### config.mk
export PLATFORM = sky130hd
export DESIGN_NAME = lfsr_test_ctrl
export DESIGN_NICKNAME = d
export VERILOG_FILES = /design/src/rtl/lfsr_test_ctrl.sv
export SDC_FILE = /design/constraint.sdc
export NUM_CORES = 1
export LEC_CHECK = 0
export CORE_MARGIN = 3
export CORE_UTILIZATION = 30
export DETAILED_ROUTE_END_ITERATION = 10
export PLACE_DENSITY_LB_ADDON = 0.3
export SETUP_SLACK_MARGIN = 0.1
export SYNTH_ARGS = -nofsm -noshare
export SYNTH_HDL_FRONTEND = slang
export SYNTH_SLANG_ARGS = --single-unit
### constraint.sdc
create_clock -name clk -period 2.88 [get_ports clk]
set_input_delay 0.864 -clock clk [delete_from_list [all_inputs] [get_ports clk]]
set_output_delay 0.864 -clock clk [all_outputs]
set_load 0.03 [all_outputs]
### src/rtl/lfsr_test_ctrl.sv
// Test-run sequencer for the PRBS generator/checker pair: seed load, lock acquisition,
// timed run with error counting, and a registered pass/fail result.
module lfsr_test_ctrl #(
   parameter int unsigned NB_SEED      = 8,
   parameter int unsigned NB_CNT       = 16,
   parameter int unsigned LOCK_TIMEOUT = 64
) (
   input  logic               clk,
   input  logic               i_rst,
   input  logic               i_start,
   input  logic               i_abort,
   input  logic [NB_SEED-1:0] i_seed,
   input  logic [NB_CNT-1:0]  i_test_len,
   input  logic               i_lock,
   output logic               o_valid,
   output logic               o_soft_reset,
   output logic [NB_SEED-1:0] o_seed,
   output logic               o_busy,
   output logic               o_done,
   output logic               o_pass,
   output logic               o_timeout,
   output logic               o_aborted,
   output logic [NB_CNT-1:0]  o_err_cnt
);

   typedef enum logic [2:0] {
      StIdle,
      StLoad,
      StAcquire,
      StRun,
      StDone
   } state_e;

   state_e            state_q;
   logic [NB_CNT-1:0] len_q;
   logic [NB_CNT-1:0] to_cnt_q;
   logic [NB_CNT-1:0] run_cnt_q;
   logic [NB_CNT-1:0] err_next;
   logic              to_last;
   logic              run_last;

   // Error count including the current RUN cycle, saturating at all-ones.
   assign err_next = (i_lock || (o_err_cnt == {NB_CNT{1'b1}})) ? o_err_cnt
                                                               : o_err_cnt + NB_CNT'(1);
   assign to_last  = (to_cnt_q == NB_CNT'(LOCK_TIMEOUT - 1));
   assign run_last = (run_cnt_q == len_q - NB_CNT'(1));

   always_ff @(posedge clk) begin
      if (i_rst) begin
         state_q      <= StIdle;
         len_q        <= '0;
         to_cnt_q     <= '0;
         run_cnt_q    <= '0;
         o_valid      <= 1'b0;
         o_soft_reset <= 1'b0;
         o_seed       <= '0;
         o_busy       <= 1'b0;
         o_done       <= 1'b0;
         o_pass       <= 1'b0;
         o_timeout    <= 1'b0;
         o_aborted    <= 1'b0;
         o_err_cnt    <= '0;
      end else begin
         o_done <= 1'b0;
         unique case (state_q)
            StIdle: begin
               if (i_start) begin
                  o_seed    <= i_seed;
                  len_q     <= i_test_len;
                  to_cnt_q  <= '0;
                  run_cnt_q <= '0;
                  o_pass    <= 1'b0;
                  o_timeout <= 1'b0;
                  o_aborted <= 1'b0;
                  o_err_cnt <= '0;
                  if (i_test_len != '0) begin
                     state_q      <= StLoad;
                     o_soft_reset <= 1'b1;
                     o_busy       <= 1'b1;
                  end else begin
                     state_q <= StDone;
                     o_done  <= 1'b1;
                  end
               end
            end
            StLoad: begin
               state_q      <= StAcquire;
               o_soft_reset <= 1'b0;
               o_valid      <= 1'b1;
            end
            StAcquire: begin
               to_cnt_q <= to_cnt_q + NB_CNT'(1);
               if (i_abort) begin
                  state_q   <= StDone;
                  o_done    <= 1'b1;
                  o_valid   <= 1'b0;
                  o_busy    <= 1'b0;
                  o_aborted <= 1'b1;
               end else if (i_lock) begin
                  state_q <= StRun;
               end else if (to_last) begin
                  state_q   <= StDone;
                  o_done    <= 1'b1;
                  o_valid   <= 1'b0;
                  o_busy    <= 1'b0;
                  o_timeout <= 1'b1;
               end
            end
            StRun: begin
               run_cnt_q <= run_cnt_q + NB_CNT'(1);
               o_err_cnt <= err_next;
               if (i_abort) begin
                  state_q   <= StDone;
                  o_done    <= 1'b1;
                  o_valid   <= 1'b0;
                  o_busy    <= 1'b0;
                  o_aborted <= 1'b1;
               end else if (run_last) begin
                  // Timeout/abort flags are necessarily clear on this path.
                  state_q <= StDone;
                  o_done  <= 1'b1;
                  o_valid <= 1'b0;
                  o_busy  <= 1'b0;
                  o_pass  <= (err_next == '0);
               end
            end
            StDone: begin
               state_q <= StIdle;
            end
            default: begin
               state_q <= StIdle;
            end
         endcase
      end
   end

endmodule

# Yosys cells after proc, flatten, opt, wreduce, memory -nomap -nowiden
# Cells that the tools add are included.
[word_totals]
n_memories = 0
mem_bits_ro = 0
latch_bits = 0
ramBits = 0
elab_cells = 97
ff_bits = 82
input_bits = 29
[classes]
n_eq_ne = 18
n_lt_le_gt_ge = 0
bitwise_logic = 0
n_shift = 0
div_mod_pow = 0
n_addsub = 4
reduce_logical = 21
multipliers = 0
muxes = 41
[ops]
columns = ["operator", "count"]
rows = [
  ["16-bit one-hot mux with 2 select lines", 3],
  ["16-bit by 1-bit adder with 16-bit output, second input constant", 3],
  ["16-bit 2-to-1 mux", 2],
  ["1-bit 2-to-1 mux", 21],
  ["3-bit 2-to-1 mux", 7],
  ["16-bit == test", 1],
  ["16-bit == test, second input constant", 1],
  ["16-bit by 6-bit == test with 1-bit output, second input constant", 1],
  ["16-bit zero test", 1],
  ["16-bit nonzero test", 1],
  ["16-bit by 1-bit subtractor with 16-bit output, second input constant", 1],
  ["2-bit != test, second input constant", 7],
  ["3-bit one-hot mux with 4 select lines", 1],
  ["3-bit != test, second input constant", 3],
  ["1-bit one-hot mux with 3 select lines", 3],
  ["3-bit AND reduction", 3],
  ["1-bit one-hot mux with 2 select lines", 4],
  ["4-bit AND reduction", 2],
  ["2-bit nonzero test", 4],
  ["3-bit by 2-bit == test with 1-bit output, second input constant", 2],
  ["2-bit AND reduction", 3],
  ["6-bit AND reduction", 1],
  ["3-bit nonzero test", 2],
  ["5-bit AND reduction", 1],
  ["6 further kinds", 6],
]

# Depth between registers and ports, before layout
# Gate-level depths: netlist (run 1).
[logic_depth]
ltp_word = 7
ltp_mapped = 9
depth_no_buf = 9

# Least setup slack after synthesis (run 1)
# OpenSTA, ideal clock, no wires.
[synth_path]
path_type = "register -> register"
startpoint = "reg o_err_cnt[0]"
endpoint = "reg o_pass"
path_stages_with_launch = 10
synth_period_minus_slack_ns = 2.650
t_arrival_ns = 2.579
required_ns = 2.808
path_slack_ns = 0.230
path_cell_list = "dfxtp_1 -> ha_1 -> clkbuf_1 -> nand4_1 -> nor4_1 -> nor4b_1 -> or3_1 -> o2bb2a_1 -> o2111ai_1 -> mux2i_1"
[synth_via]
elab_chain_len = 7
elab_cells_between_ends = 8
classes_between = "add/sub (1); eq/ne (1); mux (4); reduce/logical (2)"
[synth_lines]
columns = ["item", "line_no", "text"]
rows = [
  ["from (decl)", "23", "output logic [NB_CNT-1:0] o_err_cnt"],
  ["from (signal assigned)", "111", "o_err_cnt <= err_next;"],
  ["parallel branches: the longest is 2 deep, another holds 16-bit by 1-bit adder with 16-bit output", "-", ""],
  ["16-bit 2-to-1 mux *", "43", "assign err_next = (i_lock || (o_err_cnt == {NB_CNT{1'b1}})) ? o_err_cnt"],
  ["16-bit zero test *", "124", "o_pass <= (err_next == '0);"],
  ["1-bit 2-to-1 mux *", "118", "end else if (run_last) begin"],
  ["1-bit 2-to-1 mux *", "112", "if (i_abort) begin"],
  ["1-bit one-hot mux with 2 select lines *", "65", "unique case (state_q)"],
  ["to (signal assigned)", "124", ""],
  ["to (decl)", "20", "output logic o_pass,"],
]
# Every way passes the cells marked *. The select of a mux whose other input is x is not followed.
# A chain may end at the register's enable or synchronous reset.

# Worst setup path in the final report (run 1)
[layout_path]
startpoint = "reg len_q[2]"
endpoint = "reg state_q[0]"
[layout_via]
elab_chain_len = 4
[layout_lines]
columns = ["item", "line_no", "text"]
rows = [
  ["from (decl)", "35", "logic [NB_CNT-1:0] len_q;"],
  ["from (signal assigned)", "69", "len_q <= i_test_len;"],
  ["16-bit by 1-bit subtractor with 16-bit output", "46", "assign run_last = (run_cnt_q == len_q - NB_CNT'(1));"],
  ["16-bit == test", "46", ""],
  ["3-bit != test (no source line)", "-", ""],
  ["3-bit AND reduction (no source line)", "-", ""],
  ["to (signal assigned)", "50", "state_q <= StIdle;"],
  ["to (signal assigned)", "77", "state_q <= StLoad;"],
  ["to (signal assigned)", "81", "state_q <= StDone;"],
  ["to (decl)", "34", "state_e state_q;"],
]
# Every way passes these cells.

==> results of run 1 <==
[power groups by stage]
stage	logic (mW)	registers, mW	clock network [mW]
2_1_floorplan	0.487	1.31	0
3_3_place_gp	0.756	1.29	0
3_5_place_dp	0.767	1.29	0
4_1_cts	0.773	1.26	1.10
5_1_grt	0.854	1.27	1.15
6_report	0.771	1.26	1.08
[sequential cells by signal (all words and copies together) (netlist names), 3 cells and up]
signal,cells
state_q,3
run_cnt_q,16
to_cnt_q,16
len_q,16
o_err_cnt,16
o_seed,8
[cell type report]
type	count	area, sq um
multi-input cells	473	2720
inverters	8	30.0
fillers	1472	9020
well taps	184	230
flip-flops and latches	82	1640
clock buffers	9	225
repair buffers	85	781
clock inverters	7	51.3
[cell usage after synthesis (2+ instances only)]
master | n | area, sq um
nand2_1 | 90 | 338
dfxtp_1 | 82 | 1640
a21oi_1 | 61 | 305
nor2_1 | 60 | 225
clkbuf_1 | 31 | 116
nand3_1 | 31 | 155
o21ai_0 | 27 | 135
nor4_1 | 20 | 125
xnor2_1 | 20 | 175
nor3_1 | 18 | 90.1
nand4_1 | 14 | 87.6
or3_1 | 10 | 62.6
a31oi_1 | 9 | 56.3
inv_1 | 8 | 30.0
xor2_1 | 8 | 70.1
and3_1 | 7 | 43.8
or2_2 | 7 | 43.8
o211ai_1 | 6 | 45.0
a211oi_1 | 5 | 37.5
and2_1 | 5 | 31.3
mux2i_1 | 5 | 50.1
nor2b_1 | 5 | 31.3
a22oi_1 | 4 | 30.0
a311oi_1 | 4 | 35.0
and4_1 | 4 | 35.0
ha_1 | 4 | 50.1
nor3b_1 | 4 | 30.0
buf_4 | 3 | 22.5
mux2_2 | 3 | 33.8
nand2b_1 | 3 | 18.8
nor4b_1 | 3 | 26.3
a2111oi_0 | 2 | 17.5
a31o_1 | 2 | 17.5
and3b_1 | 2 | 17.5
buf_2 | 2 | 10.0
nand3b_1 | 2 | 15.0
o2111ai_1 | 2 | 17.5
o211ai_2 | 2 | 25.0
o21a_1 | 2 | 15.0
o311a_1 | 2 | 20.0
o31a_1 | 2 | 17.5
or4_4 | 2 | 22.5
[path summary, 6_finish.rpt]
| kind | start | end | slack [ns] | cells after the start |
|---|---|---|---|---|
| worst max-delay path | len_q[2] | state_q[0] | 0.23 | 7 |
| worst min-delay path | o_seed[5] | o_seed[5] | 0.46 | 2 |
| worst max register to register | len_q[2] | state_q[0] | 0.23 | 7 |
| worst min register to register | o_seed[5] | o_seed[5] | 0.46 | 2 |
[through the flow]
stage | worst slack [ns] | utilization | std cells | total power, mW | hold slack [ns]
final | 0.229 | 0.386 | 848 | 3.12 | 0.459
after global placement | 0.0985 | 0.367 | 832 | 2.04 | 0.443
after global routing | 0.100 | 0.386 | 848 | 3.28 | 0.476
after floorplan | 0.230 | - | 600 | 1.80 | 0.449
after detailed placement | 0.0665 | 0.367 | 832 | 2.06 | 0.453
after CTS | 0.181 | 0.386 | 848 | 3.14 | 0.462
[kinds of logic (layout without fill, tap and decap cells)]
| kind of cell | count (synthesis) | after routing | synth area share |
|---|---|---|---|
| flip-flops | 82 | 82 | 0.361 |
| AO/OA/AOI/OAI | 141 | 141 | 0.195 |
| AND/OR/NAND/NOR | 292 | 292 | 0.320 |
| adder cells (fa/ha/maj) | 4 | 4 | 0.0110 |
| XOR/XNOR | 28 | 28 | 0.0540 |
| multiplexers | 8 | 8 | 0.0185 |
| buffers and inverters | 45 | 109 | 0.0405 |
[worst min-delay path, delay by kind of cell (launching register included)]
| family | cells | cell delay, ns |
|---|---|---|
| DFF | 1 | 0.31 |
| and+or+nand+nor | 1 | 0.05 |
| AOI/OAI and AO/OA | 1 | 0.05 |
[repair_timing]
| action | in CTS | in global routing |
|---|---|---|
| endpoints found under the hold margin | 0 | 0 |
| setup endpoints to repair | 0 | 6 |
| resized for setup | 0 | 2 |
| hold buffers | 0 | 0 |
| buffers inserted | 0 | 0 |
[layer usage]
layer	wire length [um]	GRT usage
met1	5780	0.195
met2	6010	0.249
met3	427	0.0177
met4	250	0.0673
met5	0	0
==> out/qor.txt, run 1 <==
Die H - 129 um
routability cong. - 0.867
Sequential Power Share - 0.406
Fmax - 377 MHz
TritonCTS Buffers - 9
number of synthesized register bits - 82
peak supply drop - 0.331 mV
Ant. Diodes - 0
clk_lat worst skew - 0.34 ns
Slew HR - 0.570
number of global-route vias before repair - 4345
synthesized netlist net count - 633
clock skew - 0.00732 ns
worst-path maximum fanout - 7
clock power share - 0.347
CP max-delay cell - or4_4
Post-DP HPWL - 8.89 mm
fin area - 5680 sq um
total of max-cap violations - 0
Total GRT Usage - 0.150
switch share - 0.325
outcome - complete, no violations
type of the worst setup path - reg2reg
worst-case clock buffer depth - 2
core area - 14700 sq um
pwr dens - 549 nW/um^2
period utilisation layout - 0.921
total gr overflow - 0
Worst-Margin Slew - 0.646 ns
Area Overhead vs Synth - 25.0%
Worst setup SP type - flop
WP buf/inv - 0
die footprint - 16700 sq um
Slowest Stage Delay on Critical Path - 0.58 ns
Crit path required time - 3.13 ns
sequential area share after synthesis - 0.361
CTS tree - done
crit path DAT - 2.90 ns
H-tree Lvls - 3
1st-iter DRT viols - 319
worst hold path type - reg2reg
synth warn - 0
Combinational Power Share - 0.247
vias after detailed routing - 4612
Initial Util - 0.309
# rows - 44
max-slew violations - 0
final antenna-violating net count - 0
initial antenna violation count - 0
Tmin final - 2.65 ns
clk sinks - 82
EDFF count, synth - 0
commonest non-fill, non-tap cell in the layout - nand2_1
Pre-antenna DRT Iters - 5
CTS root buf - clkbuf_16
internal power - 2.10 mW
Async S/R FF share, synth - 0
Area after DPL - 5400 sq um
critical path's top delay family - simple AND/OR/NAND/NOR gates
# IOs - 60
drt drc - 0
share of cells above drive strength 1 - 0.0979
RSZ-0062 raised after global routing - false
cells after synthesis - 600
top_reg_cell synth - dfxtp_1
leakage - 1.89 nW
first-pass GRT wire length - 20.6 mm
post-synth cell types - 59
Psw - 1.01 mW
DR WL/cell - 14.7 um
CP Capture Type - flop
setup violators final - 0
final hold viol count - 0
Clk pin slew, worst setup/hold paths - 0.07 ns
setup_tns - 0 ns
Die X - 129 um
total routed wirelength - 12.5 mm
largest net degree at the start of global routing - 44
Synth Cell Area - 4540 sq um
most frequent cells in the layout - nand2_1, dfxtp_1, a21oi_1
I/O Buffers - 59
worst-path cell chain - or4_4, or4_1, xnor2_1, nand4_1, nor4b_2, a2111o_1, a2111oi_2
Syn Area/Cell - 7.57 sq um
nets - 692
Via-to-Cell Ratio - 5.44
No activity file was read; power rests on OpenSTA's default activity.
==> run 2: changes to the inputs <==
--- a/config.mk
+++ b/config.mk
@@ -7,6 +7,7 @@
 export LEC_CHECK = 0
 export CORE_MARGIN = 3
 export CORE_UTILIZATION = 30
+export CTS_CLUSTER_SIZE = 10
 export DETAILED_ROUTE_END_ITERATION = 10
 export PLACE_DENSITY_LB_ADDON = 0.3
 export SETUP_SLACK_MARGIN = 0.1
==> results of run 2 <==
Final layout, timing and power as in run 1 (identical DEF).
==> run 3: changes to the inputs <==
--- a/config.mk
+++ b/config.mk
@@ -11,6 +11,7 @@
 export DETAILED_ROUTE_END_ITERATION = 10
 export PLACE_DENSITY_LB_ADDON = 0.3
 export SETUP_SLACK_MARGIN = 0.1
+export SKIP_LAST_GASP = 1
 export SYNTH_ARGS = -nofsm -noshare
 export SYNTH_HDL_FRONTEND = slang
 export SYNTH_SLANG_ARGS = --single-unit
==> results of run 3 <==
Final layout, timing and power as in run 1 (identical DEF).
